## src/rtl/inst_encoder_pkg.sv

```systemverilog
// Shared types and constants for the RV32I instruction encoder:
// format codes, FSM states, the NOP word and immediate range limits.
package inst_encoder_pkg;

  typedef enum logic [2:0] {
    FMT_R = 3'd0,
    FMT_I = 3'd1,
    FMT_S = 3'd2,
    FMT_B = 3'd3,
    FMT_U = 3'd4,
    FMT_J = 3'd5
  } fmt_e;

  typedef enum logic [1:0] {
    ST_IDLE = 2'd0,
    ST_ENC  = 2'd1,
    ST_OUT  = 2'd2
  } state_e;

  localparam logic [31:0] NOP_INST = 32'h0000_0013;

  localparam logic signed [31:0] IMM12_MIN = -32'sd2048;
  localparam logic signed [31:0] IMM12_MAX = 32'sd2047;
  localparam logic signed [31:0] IMM13_MIN = -32'sd4096;
  localparam logic signed [31:0] IMM13_MAX = 32'sd4094;
  localparam logic signed [31:0] IMM21_MIN = -32'sd1048576;
  localparam logic signed [31:0] IMM21_MAX = 32'sd1048574;

  typedef struct packed {
    logic [2:0]         fmt;
    logic [6:0]         opcode;
    logic [4:0]         rd;
    logic [4:0]         rs1;
    logic [4:0]         rs2;
    logic [2:0]         funct3;
    logic [6:0]         funct7;
    logic signed [31:0] imm;
  } req_t;

endpackage

```

## src/rtl/inst_encoder_if.sv

```systemverilog
// Request/response handshake bundle of the instruction encoder.
// master = request source and word sink, slave = encoder.
interface inst_encoder_if;
  logic               in_valid;
  logic               in_ready;
  logic [2:0]         fmt;
  logic [6:0]         opcode;
  logic [4:0]         rd;
  logic [4:0]         rs1;
  logic [4:0]         rs2;
  logic [2:0]         funct3;
  logic [6:0]         funct7;
  logic signed [31:0] imm;
  logic               out_valid;
  logic               out_ready;
  logic [31:0]        out_inst;
  logic [31:0]        out_addr;
  logic               out_err;
  logic [7:0]         err_cnt;

  modport master (
    output in_valid, fmt, opcode, rd, rs1, rs2, funct3, funct7, imm, out_ready,
    input  in_ready, out_valid, out_inst, out_addr, out_err, err_cnt
  );

  modport slave (
    input  in_valid, fmt, opcode, rd, rs1, rs2, funct3, funct7, imm, out_ready,
    output in_ready, out_valid, out_inst, out_addr, out_err, err_cnt
  );
endinterface

```

## src/rtl/inst_pack.sv

```systemverilog
// Combinational RV32I field packing and immediate range check.
// An unencodable request yields the NOP word with o_err set.
module inst_pack
  import inst_encoder_pkg::*;
(
  input  req_t        i_req,
  output logic [31:0] o_inst,
  output logic        o_err
);

  logic [31:0] w_word;
  logic        w_bad;

  function automatic logic in_range(logic signed [31:0] v,
                                    logic signed [31:0] lo,
                                    logic signed [31:0] hi);
    return (v >= lo) && (v <= hi);
  endfunction

  always_comb begin
    w_word = '0;
    w_bad  = 1'b0;
    case (fmt_e'(i_req.fmt))
      FMT_R: w_word = {i_req.funct7, i_req.rs2, i_req.rs1, i_req.funct3, i_req.rd, i_req.opcode};
      FMT_I: begin
        w_word = {i_req.imm[11:0], i_req.rs1, i_req.funct3, i_req.rd, i_req.opcode};
        w_bad  = !in_range(i_req.imm, IMM12_MIN, IMM12_MAX);
      end
      FMT_S: begin
        w_word = {i_req.imm[11:5], i_req.rs2, i_req.rs1, i_req.funct3, i_req.imm[4:0], i_req.opcode};
        w_bad  = !in_range(i_req.imm, IMM12_MIN, IMM12_MAX);
      end
      FMT_B: begin
        w_word = {i_req.imm[12], i_req.imm[10:5], i_req.rs2, i_req.rs1, i_req.funct3,
                  i_req.imm[4:1], i_req.imm[11], i_req.opcode};
        w_bad  = i_req.imm[0] || !in_range(i_req.imm, IMM13_MIN, IMM13_MAX);
      end
      FMT_U: begin
        w_word = {i_req.imm[31:12], i_req.rd, i_req.opcode};
        w_bad  = (i_req.imm[11:0] != 12'd0);
      end
      FMT_J: begin
        w_word = {i_req.imm[20], i_req.imm[10:1], i_req.imm[11], i_req.imm[19:12], i_req.rd, i_req.opcode};
        w_bad  = i_req.imm[0] || !in_range(i_req.imm, IMM21_MIN, IMM21_MAX);
      end
      default: w_bad = 1'b1;
    endcase
  end

  assign o_err  = w_bad;
  assign o_inst = w_bad ? NOP_INST : w_word;

endmodule

```

## src/rtl/inst_encoder.sv

```systemverilog
// Instruction encoder: IDLE -> ENC -> OUT handshake FSM around inst_pack,
// with a write-address counter and a saturating error counter.
module inst_encoder
  import inst_encoder_pkg::*;
#(
  parameter logic [31:0] BASE_ADDR = 32'h0000_0000,
  parameter logic [31:0] ADDR_STEP = 32'd4
) (
  input  logic         clk,
  input  logic         rst_n,
  inst_encoder_if.slave bus
);

  state_e      r_state;
  state_e      w_state_nxt;
  req_t        r_req_p0;
  logic [31:0] w_inst;
  logic        w_err;
  logic [31:0] r_inst_p1;
  logic [31:0] r_addr_p1;
  logic        r_err_p1;
  logic [31:0] r_cnt;
  logic [7:0]  r_err_cnt;
  logic        w_accept;
  logic        w_done;

  assign w_accept = bus.in_valid && (r_state == ST_IDLE);
  assign w_done   = bus.out_ready && (r_state == ST_OUT);

  always_ff @(posedge clk or negedge rst_n) begin
    if (!rst_n) r_state <= ST_IDLE;
    else        r_state <= w_state_nxt;
  end

  always_comb begin
    w_state_nxt = r_state;
    case (r_state)
      ST_IDLE: if (w_accept) w_state_nxt = ST_ENC;
      ST_ENC:  w_state_nxt = ST_OUT;
      ST_OUT:  if (w_done) w_state_nxt = ST_IDLE;
      default: w_state_nxt = ST_IDLE;
    endcase
  end

  always_comb begin
    bus.in_ready  = (r_state == ST_IDLE);
    bus.out_valid = (r_state == ST_OUT);
  end

  // Stage p0: request capture on accept; contents only matter in ENC.
  always_ff @(posedge clk) begin
    if (w_accept) begin
      r_req_p0 <= '{fmt: bus.fmt, opcode: bus.opcode, rd: bus.rd, rs1: bus.rs1,
                    rs2: bus.rs2, funct3: bus.funct3, funct7: bus.funct7, imm: bus.imm};
    end
  end

  inst_pack u_pack (
    .i_req  (r_req_p0),
    .o_inst (w_inst),
    .o_err  (w_err)
  );

  // Stage p1: encoded word held through OUT; counters move on the output handshake.
  always_ff @(posedge clk or negedge rst_n) begin
    if (!rst_n) begin
      r_inst_p1 <= '0;
      r_err_p1  <= 1'b0;
      r_addr_p1 <= BASE_ADDR;
      r_cnt     <= BASE_ADDR;
      r_err_cnt <= '0;
    end else begin
      if (r_state == ST_ENC) begin
        r_inst_p1 <= w_inst;
        r_err_p1  <= w_err;
        r_addr_p1 <= r_cnt;
      end
      if (w_done) begin
        if (!r_err_p1)                r_cnt     <= r_cnt + ADDR_STEP;
        else if (r_err_cnt != 8'hFF)  r_err_cnt <= r_err_cnt + 8'd1;
      end
    end
  end

  assign bus.out_inst = r_inst_p1;
  assign bus.out_err  = r_err_p1;
  assign bus.out_addr = r_addr_p1;
  assign bus.err_cnt  = r_err_cnt;

endmodule
```

## src/flat_wrapper.sv

```systemverilog
// flat-port wrapper written by rule: the top's interface ports become plain ports
module inst_encoder_flat import inst_encoder_pkg::*;
#(
  parameter logic [31:0] BASE_ADDR = 32'h0000_0000,
  parameter logic [31:0] ADDR_STEP = 32'd4
)
  (clk, rst_n, bus_in_valid, bus_fmt, bus_opcode, bus_rd, bus_rs1, bus_rs2, bus_funct3, bus_funct7, bus_imm, bus_out_ready, bus_in_ready, bus_out_valid, bus_out_inst, bus_out_addr, bus_out_err, bus_err_cnt);
  inst_encoder_if bus_i ();
  input  logic clk;
  input  logic rst_n;
  input wire logic [$bits(bus_i.in_valid)-1:0] bus_in_valid;
  input wire logic [$bits(bus_i.fmt)-1:0] bus_fmt;
  input wire logic [$bits(bus_i.opcode)-1:0] bus_opcode;
  input wire logic [$bits(bus_i.rd)-1:0] bus_rd;
  input wire logic [$bits(bus_i.rs1)-1:0] bus_rs1;
  input wire logic [$bits(bus_i.rs2)-1:0] bus_rs2;
  input wire logic [$bits(bus_i.funct3)-1:0] bus_funct3;
  input wire logic [$bits(bus_i.funct7)-1:0] bus_funct7;
  input wire logic [$bits(bus_i.imm)-1:0] bus_imm;
  input wire logic [$bits(bus_i.out_ready)-1:0] bus_out_ready;
  output wire logic [$bits(bus_i.in_ready)-1:0] bus_in_ready;
  output wire logic [$bits(bus_i.out_valid)-1:0] bus_out_valid;
  output wire logic [$bits(bus_i.out_inst)-1:0] bus_out_inst;
  output wire logic [$bits(bus_i.out_addr)-1:0] bus_out_addr;
  output wire logic [$bits(bus_i.out_err)-1:0] bus_out_err;
  output wire logic [$bits(bus_i.err_cnt)-1:0] bus_err_cnt;
  assign bus_i.in_valid = bus_in_valid;
  assign bus_i.fmt = bus_fmt;
  assign bus_i.opcode = bus_opcode;
  assign bus_i.rd = bus_rd;
  assign bus_i.rs1 = bus_rs1;
  assign bus_i.rs2 = bus_rs2;
  assign bus_i.funct3 = bus_funct3;
  assign bus_i.funct7 = bus_funct7;
  assign bus_i.imm = bus_imm;
  assign bus_i.out_ready = bus_out_ready;
  assign bus_in_ready = bus_i.in_ready;
  assign bus_out_valid = bus_i.out_valid;
  assign bus_out_inst = bus_i.out_inst;
  assign bus_out_addr = bus_i.out_addr;
  assign bus_out_err = bus_i.out_err;
  assign bus_err_cnt = bus_i.err_cnt;
  inst_encoder #(.BASE_ADDR(BASE_ADDR), .ADDR_STEP(ADDR_STEP)) u_core (.clk(clk), .rst_n(rst_n), .bus(bus_i));
endmodule
```

## config.mk

```make
export PLATFORM = sky130hd
export DESIGN_NAME = inst_encoder_flat
export DESIGN_NICKNAME = d
export VERILOG_FILES = /design/src/rtl/inst_encoder_pkg.sv /design/src/rtl/inst_encoder_if.sv /design/src/rtl/inst_pack.sv /design/src/rtl/inst_encoder.sv /design/src/flat_wrapper.sv
export SDC_FILE = /design/constraint.sdc
export NUM_CORES = 1
export LEC_CHECK = 0
export CAP_MARGIN = 20
export CORE_AREA = 3 3 124 126
export CTS_BUF_LIST = sky130_fd_sc_hd__clkbuf_8
export DETAILED_ROUTE_END_ITERATION = 12
export DIE_AREA = 0 0 127 129
export HOLD_SLACK_MARGIN = 0.05
export PLACE_DENSITY = 0.77
export SLEW_MARGIN = 10
export SYNTH_ARGS = -nofsm -noshare
export SYNTH_HDL_FRONTEND = slang
export SYNTH_SLANG_ARGS = --single-unit
```

## constraint.sdc

```tcl
create_clock -name clk -period 2.85 [get_ports clk]
set_input_delay 0.57 -clock clk [delete_from_list [all_inputs] [get_ports clk]]
set_output_delay 0.57 -clock clk [all_outputs]
set_load 0.02 [all_outputs]
```

== Word level (Yosys, flattened, before mapping) ==
Index checks and enable logic that the tools add are counted.
Operators by class
  $add $sub $neg: 2
  $lt $le $gt $ge: 6
  eq/ne operators: 10
  multiplexer cells: 6
  bitwise logic cells: 1
  reduce and logical (&&, ||, !) cells: 17
Operator list (number)
  32-bit case mux with 6 select lines: 1
  32-bit by 3-bit adder with 32-bit output, second input constant: 1
  32-bit by 12-bit greater-or-equal comparator with 1-bit output, second input constant: 1
  32-bit by 13-bit greater-or-equal comparator with 1-bit output, second input constant: 1
  32-bit by 21-bit greater-or-equal comparator with 1-bit output, second input constant: 1
  32-bit by 12-bit <= comparator with 1-bit output, second input constant: 1
  32-bit by 13-bit <= comparator with 1-bit output, second input constant: 1
  32-bit by 21-bit <= comparator with 1-bit output, second input constant: 1
  32-bit two-way mux: 1
  12-bit nonzero test: 1
  8-bit by 1-bit adder with 8-bit output, second input constant: 1
  8-bit inequality test, second input constant: 1
  3-bit by 2-bit equality test with 1-bit output, second input constant: 2
  3-bit equality test, second input constant: 2
  2-bit case mux with 3 select lines: 1
  1-bit logical AND: 5
  1-bit case mux with 5 select lines: 1
  2-bit two-way mux: 2
  2-bit by 1-bit inequality test with 1-bit output, second input constant: 2
  2-bit AND reduction: 2
  3-bit by 1-bit equality test with 1-bit output, second input constant: 1
  1-bit zero test: 3
  3-bit zero test: 1
  3-bit AND reduction: 1
  other kinds (6): 7
Word-level totals
  register bits: 174
  bits of input ports: 71
  output and inout port bits: 75
  word-level logic and storage cells: 56

== Longest topological paths before layout ==
Gate-level depths: netlist of run 1.
  depth after elaboration: 6
  gate-level depth with buffers: 7
  mapped depth without buffers: 5

== Hierarchy ==
Synthesis of run 1 repeated with hierarchy kept, for this count alone.
Second synthesis, totals
  cells, all modules: 519
  area, all modules: 7215.7 um^2
By module, submodules not included
  inst_encoder: times used 1, cells each 371, area an instance 6211.0 um^2, sequential area each 4589.4 um^2
  inst_pack: times used 1, cells each 148, area an instance 1004.7 um^2, sequential area each 0.0 um^2

== Least setup slack after synthesis of run 1 ==
No wires, ideal clock.
  kind: register -> register
  from: register u_core.r_state[1]
  to: register u_core.r_req_p0[0] in the netlist's numbering, enable pin
  library setup time: 0.432 ns
  arrival: 2.408 ns
  required time: 2.418 ns
  path slack: 0.010 ns
  cell stages (with the launch flop): 3
  buffers on the path: 0
  clock period less this slack: 2.840 ns
  cells stage by stage: dfrtp_1 nor2_1 and2_1
On the way
  longest elaborated chain between the ends: 2
RTL lines
  from (decl): line inst_encoder.sv:14  | state_e r_state;
  from (signal assigned): line inst_encoder.sv:32  | else r_state <= w_state_nxt;
  2-bit zero test
  via bus_in_ready: line flat_wrapper.sv:21  | output wire logic [$bits(bus_i.in_ready)-1:0] bus_in_ready;
  1-bit logical AND: line inst_encoder.sv:27  | assign w_accept = bus.in_valid && (r_state == ST_IDLE);
  via u_core.w_accept: line inst_encoder.sv:24  | logic w_accept;
  to (signal assigned): line inst_encoder.sv:53  | r_req_p0 <= '{fmt: bus.fmt, opcode: bus.opcode, rd: bus.rd, rs1: bus.rs1,
  to (decl): line inst_encoder.sv:16  | req_t r_req_p0;
The timed path passes the listed nets, and every way through them passes these cells.
A chain may end at the register's enable or synchronous reset.

== Worst setup path after layout of run 1 ==
  from: register u_core.r_req_p0[65] in the netlist's numbering
  to: register u_core.r_inst_p1[14] (netlist: u_core.bus.out_inst[14])
On the way
  longest elaborated chain between the ends: 4
  elaborated cells on any way between the ends: 10
  classes of those cells: eq/ne: 5; mux: 3; reduce/logical: 2
RTL lines
  3-bit by 2-bit equality test with 1-bit output / 3-bit by 1-bit equality test with 1-bit output (equally long branches): line inst_pack.sv:23  | case (fmt_e'(i_req.fmt))
  2-bit OR reduction (no source line)
  1-bit case mux with 5 select lines: line inst_pack.sv:23
  32-bit two-way mux (*): line inst_pack.sv:51  | assign o_inst = w_bad ? NOP_INST : w_word;
  to (signal assigned): line inst_encoder.sv:74  | r_inst_p1 <= w_inst;
  to (decl): line inst_encoder.sv:19  | logic [31:0] r_inst_p1;
Every way passes the cells marked *; elsewhere a longest branch is shown, timed or not.

==> results of run 1 <==
==> power by group through the flow <==
stage / Clock (mW) / Combinational (mW) / Sequential (mW)
2_1_floorplan: 0 / 1.07 / 3.76
3_3_place_gp: 0 / 2.31 / 3.49
3_5_place_dp: 0 / 2.36 / 3.52
4_1_cts: 1.78 / 2.36 / 3.47
5_1_grt: 1.88 / 2.51 / 3.53
6_report: 1.73 / 2.33 / 3.47
==> flip-flops by register name (all words and copies together), names as in the netlist <==
register             count
u_core.bus.out_addr     30
u_core.bus.out_inst     32
u_core.bus.err_cnt       8
u_core.bus.out_err       1
u_core.r_cnt            30
u_core.r_state           2
u_core.r_req_p0         67
==> cell usage after synthesis, drive strengths merged, types with 3 or more instances <==
cell type  instances
a21oi              3
a22o               4
a22oi             22
and2               5
and3               9
and4               4
buf               14
clkbuf            14
dfrtp            103
edfxtp            67
inv                8
mux2               5
mux2i              9
nand2            134
nand2b             4
nand3             13
nand4             18
nor2              15
nor3               3
nor4               9
o21ai              5
o22a               7
o31ai             29
o32a               3
xnor2             21
xor2              15
==> logic make-up (layout without fill, tap and decap cells) <==
family | after synthesis | in the layout
other | 1 | 2
XOR/XNOR | 36 | 36
AO/OA/AOI/OAI | 79 | 79
adder cells (fa/ha/maj) | 2 | 2
buffers and inverters | 36 | 196
AND/OR/NAND/NOR | 223 | 223
flip-flops | 170 | 170
multiplexers | 14 | 14
==> stage by stage <==
step | hold slack, ns | instance area, um^2 | instances | total power, mW | util
3_3_place_gp | 0.457 | 8750 | 874 | 5.81 | 0.606
4_1_cts | 0.120 | 9160 | 906 | 7.61 | 0.635
2_1_floorplan | 0.274 | 7120 | 562 | 4.83 | -
5_1_grt | 0.134 | 9160 | 906 | 7.92 | 0.635
3_5_place_dp | 0.461 | 8750 | 874 | 5.88 | 0.606
6_report | 0.130 | 9160 | 906 | 7.53 | 0.635
==> worst min path at each step <==
stage	startpoint	end	slack, ns	depth (start not counted)
6_report	rst_n	u_core.bus.out_addr[10]	0.13	1
3_5_place_dp	u_core.r_cnt[31]	u_core.r_cnt[31]	0.46	1
4_1_cts	rst_n	u_core.bus.out_addr[10]	0.12	1
3_3_place_gp	u_core.bus.out_addr[18]	u_core.bus.out_addr[18]	0.46	2
2_1_floorplan	rst_n	u_core.bus.err_cnt[0]	0.27	0
5_1_grt	rst_n	u_core.bus.out_addr[10]	0.13	1
==> final cells by class <==
class / count / area, um^2
fill: 1094 / 5260
sequential: 170 / 4590
multi-input combinational: 356 / 2340
timing repair buffer: 156 / 1550
clock buffer: 22 / 303
tap: 184 / 230
clock inverter: 10 / 114
inverter: 8 / 30.0
==> routing by layer <==
metal / wire [um] / up-vias / part of all wire
met4: 393 / 2 / 0.026
met1: 6370 / 2364 / 0.41
met2: 7820 / 163 / 0.51
li1: - / 2307 / -
met3: 779 / 36 / 0.051
met5: 13 / - / 0.00085
==> metrics, run 1 <==
clock sink total 170; antenna cells 0; worst slack, placed 0.458 ns; CP endpoint u_core.bus.out_inst[14]; Comb power frac 0.310; Die H roughly 130 um; Final Net Count around 800; clock-pin slew on the worst setup and hold paths ~0.080 ns; first-pass GRT wire length between 20 and 25 mm; Synth Register Bits 170; CP startpoint kind flip-flop; adder-cell area share of the yosys netlist 0.00352; die width 127 um; htree depth 4; clock root cell clkbuf_8; Compound-Gate Fraction of Synth Area 0.110; minimum clock period 2.39 ns; Critical Path AT roughly 2.7 ns; fin. max-slew vios 0; Crit Path Max Fanout 28; Yosys cell types 52; Seq pwr share 0.461; r2r worst-path depth 6; post-synthesis area per instance about 13 um^2; internal power ~5 mW; post-cts sizing count 0; worst path bufs/invs 1; Pwr per Cell Area slightly above 800 nW/um^2; share of layout cells above drive strength 1 0.129; M3 GR Usage 0.0573; RSZ-0062 raised after global routing false; R2R Setup Slk around 0.46 ns; Switching Fraction 0.334; Synth Flop Type dfrtp_1; WP depth 6; Initial Util 0.493; Max Fclk 419 MHz; CP max stage cell o22ai_4; setup TNS 0 ns; maxcap violations 0; GRT Util Overall 0.193; clock buffer count from CTS 17; Initial DRC Count 297; Worst Max-Slew Pin Slew approximately 1.1 ns; leakage power 3.80 nW; number of global-route vias before repair roughly 4900; die area between 15000 and 20000 um^2; post-synthesis mux area share 0.0206; main combinational cell family by area after synthesis simple AND/OR/NAND/NOR gates; YS warnings 0; post-CTS setup buffer count 0; CTS tree done; register area share after synthesis 0.645; worst-case clock buffer depth 2; worst vdd ir a little under 0.0005 V; Mapped Cells approximately 560; GR Util met1 0.236; Final Cycle Share 0.838; Clk pwr share 0.229; residual DRC count 0; Routed WL between 15 and 20 mm; Pre-Repair DR Iteration Count 4; gr busiest metal met2; Final ANT Viol Nets 0; asr flop ratio synth 0.606; largest net degree at the start of global routing 68; Synth area leader dfrtp_1; CTS Hold Bufs 0; IO Count 146; post-synth top area share 0.362; antenna violations before repair 1; Rows 44; IO Port Bufs 143; r2r startpoint u_core.r_req_p0[65]; Area contributors post-synth dfrtp_1 36%, edfxtp_1 28%, nand2_1 7.1%, o31ai_2 4.9%, xnor2_1 2.6%; synthesized cell area between 7000 and 8000 um^2; met2 usage 0.325; commonest non-fill, non-tap cell in the layout clkdlybuf4s50_1; Critical path origin u_core.r_req_p0[65]; global placer's final weighted congestion 0.907; Post-DP HPWL 11.3 mm; most frequent cells in the layout 142 x clkdlybuf4s50_1, 134 x nand2_1, 103 x dfrtp_1, 67 x edfxtp_1, 28 x o31ai_2; wire per inst 17.0 um; Worst Setup End Kind flip-flop; P&R area growth vs syn 28.7%; Req. time, crit path ~3.2 ns; Cell Chain, Critical Path nand2b_1 -> nor3b_1 -> a221oi_2 -> o22ai_4 -> buf_4 -> o31ai_2; final setup fails 0; Hold Fails Final Rpt 0; vias between 4000 and 5000; EDFF count, synth 67; NetSw 2.52 mW; max_slew headroom 0.278; Vias/cell 5.38; class of the worst hold path in2async; worst-skew pair later-pin latency ~0.44 ns; Setup CP Type reg2reg; area of the core region about 14000 um^2; Synth Area in Simple Gates 0.149; run status completed; CP top delay family compound AO/OA/AOI/OAI gates; setup ws final 0.462 ns; Crit Reg-Reg Endpoint u_core.bus.out_inst[14]; xor/xnor share of the synthesized area 0.0443; slowest stage delay, CP 0.83 ns; skew final 0.0112 ns; GR Overflow Total 0
No activity file was read; power rests on OpenSTA's default activity.
==> run 2: changes to the inputs <==
CORE_AREA = 3 3 126 128   (was 3 3 124 126)
DIE_AREA = 0 0 129 131   (was 0 0 127 129)
PLACE_DENSITY = 0.78   (was 0.77)
clock period = 1.99 ns   (was 2.85 ns; I/O delays follow)
==> metrics, run 2 (synthesis gave the netlist of run 1 again) <==
maxcap violations 0 (unchanged); commonest non-fill, non-tap cell in the layout clkdlybuf4s50_1; Initial Util 0.475 (-0.0182); IO Count 146 (unchanged); residual DRC count 0 (unchanged); final hold slack 0.438 ns (+0.308 ns); Crit Path Max Fanout 11 (-61%); run status finished, violations left; antenna violations before repair 0 (-1); Post-DP HPWL 11.7 mm (+3.8%); Critical Path AT 2.40 ns (-0.29 ns); wire per inst 17.3 um (+2.0%); Pwr per Cell Area 1170 nW/um^2 (+42%); clock sink total 170 (unchanged); Die H 131 um (+1.6%); first-pass GRT wire length 26.0 mm (+5.4%); worst slack, placed -0.0750 ns (-0.533 ns); Initial DRC Count 456 (+54%); M3 GR Usage 0.0488 (-0.00850); worst vdd ir 0.000654 V (+36%); CP startpoint kind flip-flop; clock-pin slew on the worst setup and hold paths 0.10 ns (+0.02 ns); vias 5027 (+3.2%); area of the core region 15000 um^2 (+3.8%); die width 129 um (+1.6%); share of layout cells above drive strength 1 0.161 (+0.0320); met2 usage 0.335 (+0.0106); Req. time, crit path 2.35 ns (-0.80 ns); GRT Util Overall 0.200 (+0.00769); skew final 0.0127 ns (+0.00145 ns); Routed WL 16.2 mm (+5.2%); Placed Cells 895 (+2.4%); Final ANT Viol Nets 0 (unchanged); antenna cells 0 (unchanged); Pwr Total 11.1 mW (+47%); Setup CP Type reg2reg; Cell Chain, Critical Path buf_4 -> nand3_1 -> or3_4 -> a221oi_4 -> o22ai_4 -> buf_12 -> o31ai_2; class of the worst hold path in2async; slowest stage delay, CP 0.44 ns (-0.39 ns); most frequent cells in the layout 138 x clkdlybuf4s50_1, 134 x nand2_1, 103 x dfrtp_1, 67 x edfxtp_1, 28 x buf_4; die area 16900 um^2 (+3.1%); IO Port Bufs 143 (unchanged); max FFs per register 67 (unchanged); Reg with most FFs u_core.r_req_p0; worst path bufs/invs 2 (+1); Worst Setup End Kind flip-flop; gr busiest metal met2; setup ws final -0.0405 ns (-0.502 ns); GR Overflow Total 0 (unchanged); final design utilization 0.633 (-0.00199); P&R area growth vs syn 33.2%; Final Cycle Share 1.02 (+0.182); RSZ-0062 raised after global routing true; leakage power 3.96 nW (+4.2%); Vias/cell 5.38 (about the same); clock buffer count from CTS 17 (unchanged); largest net degree at the start of global routing 39 (-43%); Hold Fails Final Rpt 0 (unchanged); Layout Cells excl Fill 934 (+3.1%); fin. max-slew vios 0 (unchanged); Rows 45 (+2.3%); GR Util met1 0.251 (+0.0148); CP top delay family compound AO/OA/AOI/OAI gates; Final Net Count 806 (+3.1%); minimum clock period 2.03 ns (-0.358 ns); worst-skew pair later-pin latency 0.46 ns (+0.02 ns); clock root cell clkbuf_8; CP max stage cell edfxtp_1; CTS tree done; final setup fails 25 (+25); number of global-route vias before repair 5124 (+5.0%); Pre-Repair DR Iteration Count 6 (+2); Max Fclk 492 MHz (+18%); failing checks setup timing; global placer's final weighted congestion 0.909 (+0.23%); worst-case clock buffer depth 2 (unchanged); htree depth 4 (unchanged)
-- run 2: cell types whose count changed in the layout (fill, tap and decap cells not counted), sizes merged, moves of 2 or more --
cell and delta:
buf +22, clkbuf -4, clkdlybuf4s50 -4, inv +3, clkinvlp +2, dlygate4sd2 +2
-- run 2: area by class of cell --
| type | count | area [um^2] |
|---|---|---|
| clock buffers | 17 | 234 |
| clock inverters | 15 | 165 |
| fillers | 1118 | 5490 |
| inverters | 8 | 30.0 |
| multi-input cells | 356 | 2420 |
| flip-flops and latches | 170 | 4590 |
| well taps | 188 | 235 |
| repair buffers | 180 | 1810 |
-- run 2: routing by layer --
metal | part of all wire | up-vias | wire length (um)
li1 | - | 2352 | -
met1 | 0.41 | 2462 | 6600
met2 | 0.51 | 176 | 8310
met3 | 0.053 | 37 | 857
met4 | 0.024 | 0 | 393
met5 | 0 | - | 0
-- run 2: power breakdown --
group          switching [mW]  internal (mW)  leakage [nW]
Combinational            1.99           1.65          1.74
Sequential              0.573           4.44          2.02
Clock                    1.30           1.14         0.198
Total                    3.86           7.23          3.96
-- run 2: final timing paths --
| kind | from | endpoint | slack [ns] | cells after the start |
|---|---|---|---|---|
| min in group clk | u_core.r_cnt[31] | u_core.r_cnt[31] | 0.47 | 1 |
| max in group asynchronous | rst_n | u_core.bus.out_inst[12] | 0.89 | 3 |
| setup reg to reg | u_core.r_req_p0[20] | u_core.bus.out_inst[29] | -0.04 | 7 |
| setup / recovery | u_core.r_req_p0[20] | u_core.bus.out_inst[29] | -0.04 | 7 |
| hold reg to reg | u_core.r_cnt[31] | u_core.r_cnt[31] | 0.47 | 1 |
| hold / removal | rst_n | u_core.bus.out_addr[18] | 0.44 | 2 |
-- run 2: repair_timing --
| action | 4_1_cts | 5_1_grt |
|---|---|---|
| endpoints found under the setup margin | 36 | 36 |
| pin swaps | 5 | 6 |
| gates resized for setup | 8 | 9 |
| setup buffers | 1 | 4 |
| endpoints found under the hold margin | 34 | 0 |
| hold buffers | 1 | 0 |
| gates cloned | 0 | 1 |
-- run 2: metrics by stage --
stage	TNS, ns	cell area [um^2]
finish	-0.383	9480
global route	-3.64	9480
CTS	-0.253	9380
detailed placement	-1.31	8930
global placement	-0.00802	8930
floorplan	0	7120
-- run 2: worst register-to-register path: cells and delay by family (launching register included) --
family / cells / cell delay [ns]
buffers and inverters: 2 / 0.36
flip-flops: 1 / 0.44
AND/OR/NAND/NOR: 2 / 0.46
AO/OA/AOI/OAI: 3 / 0.68
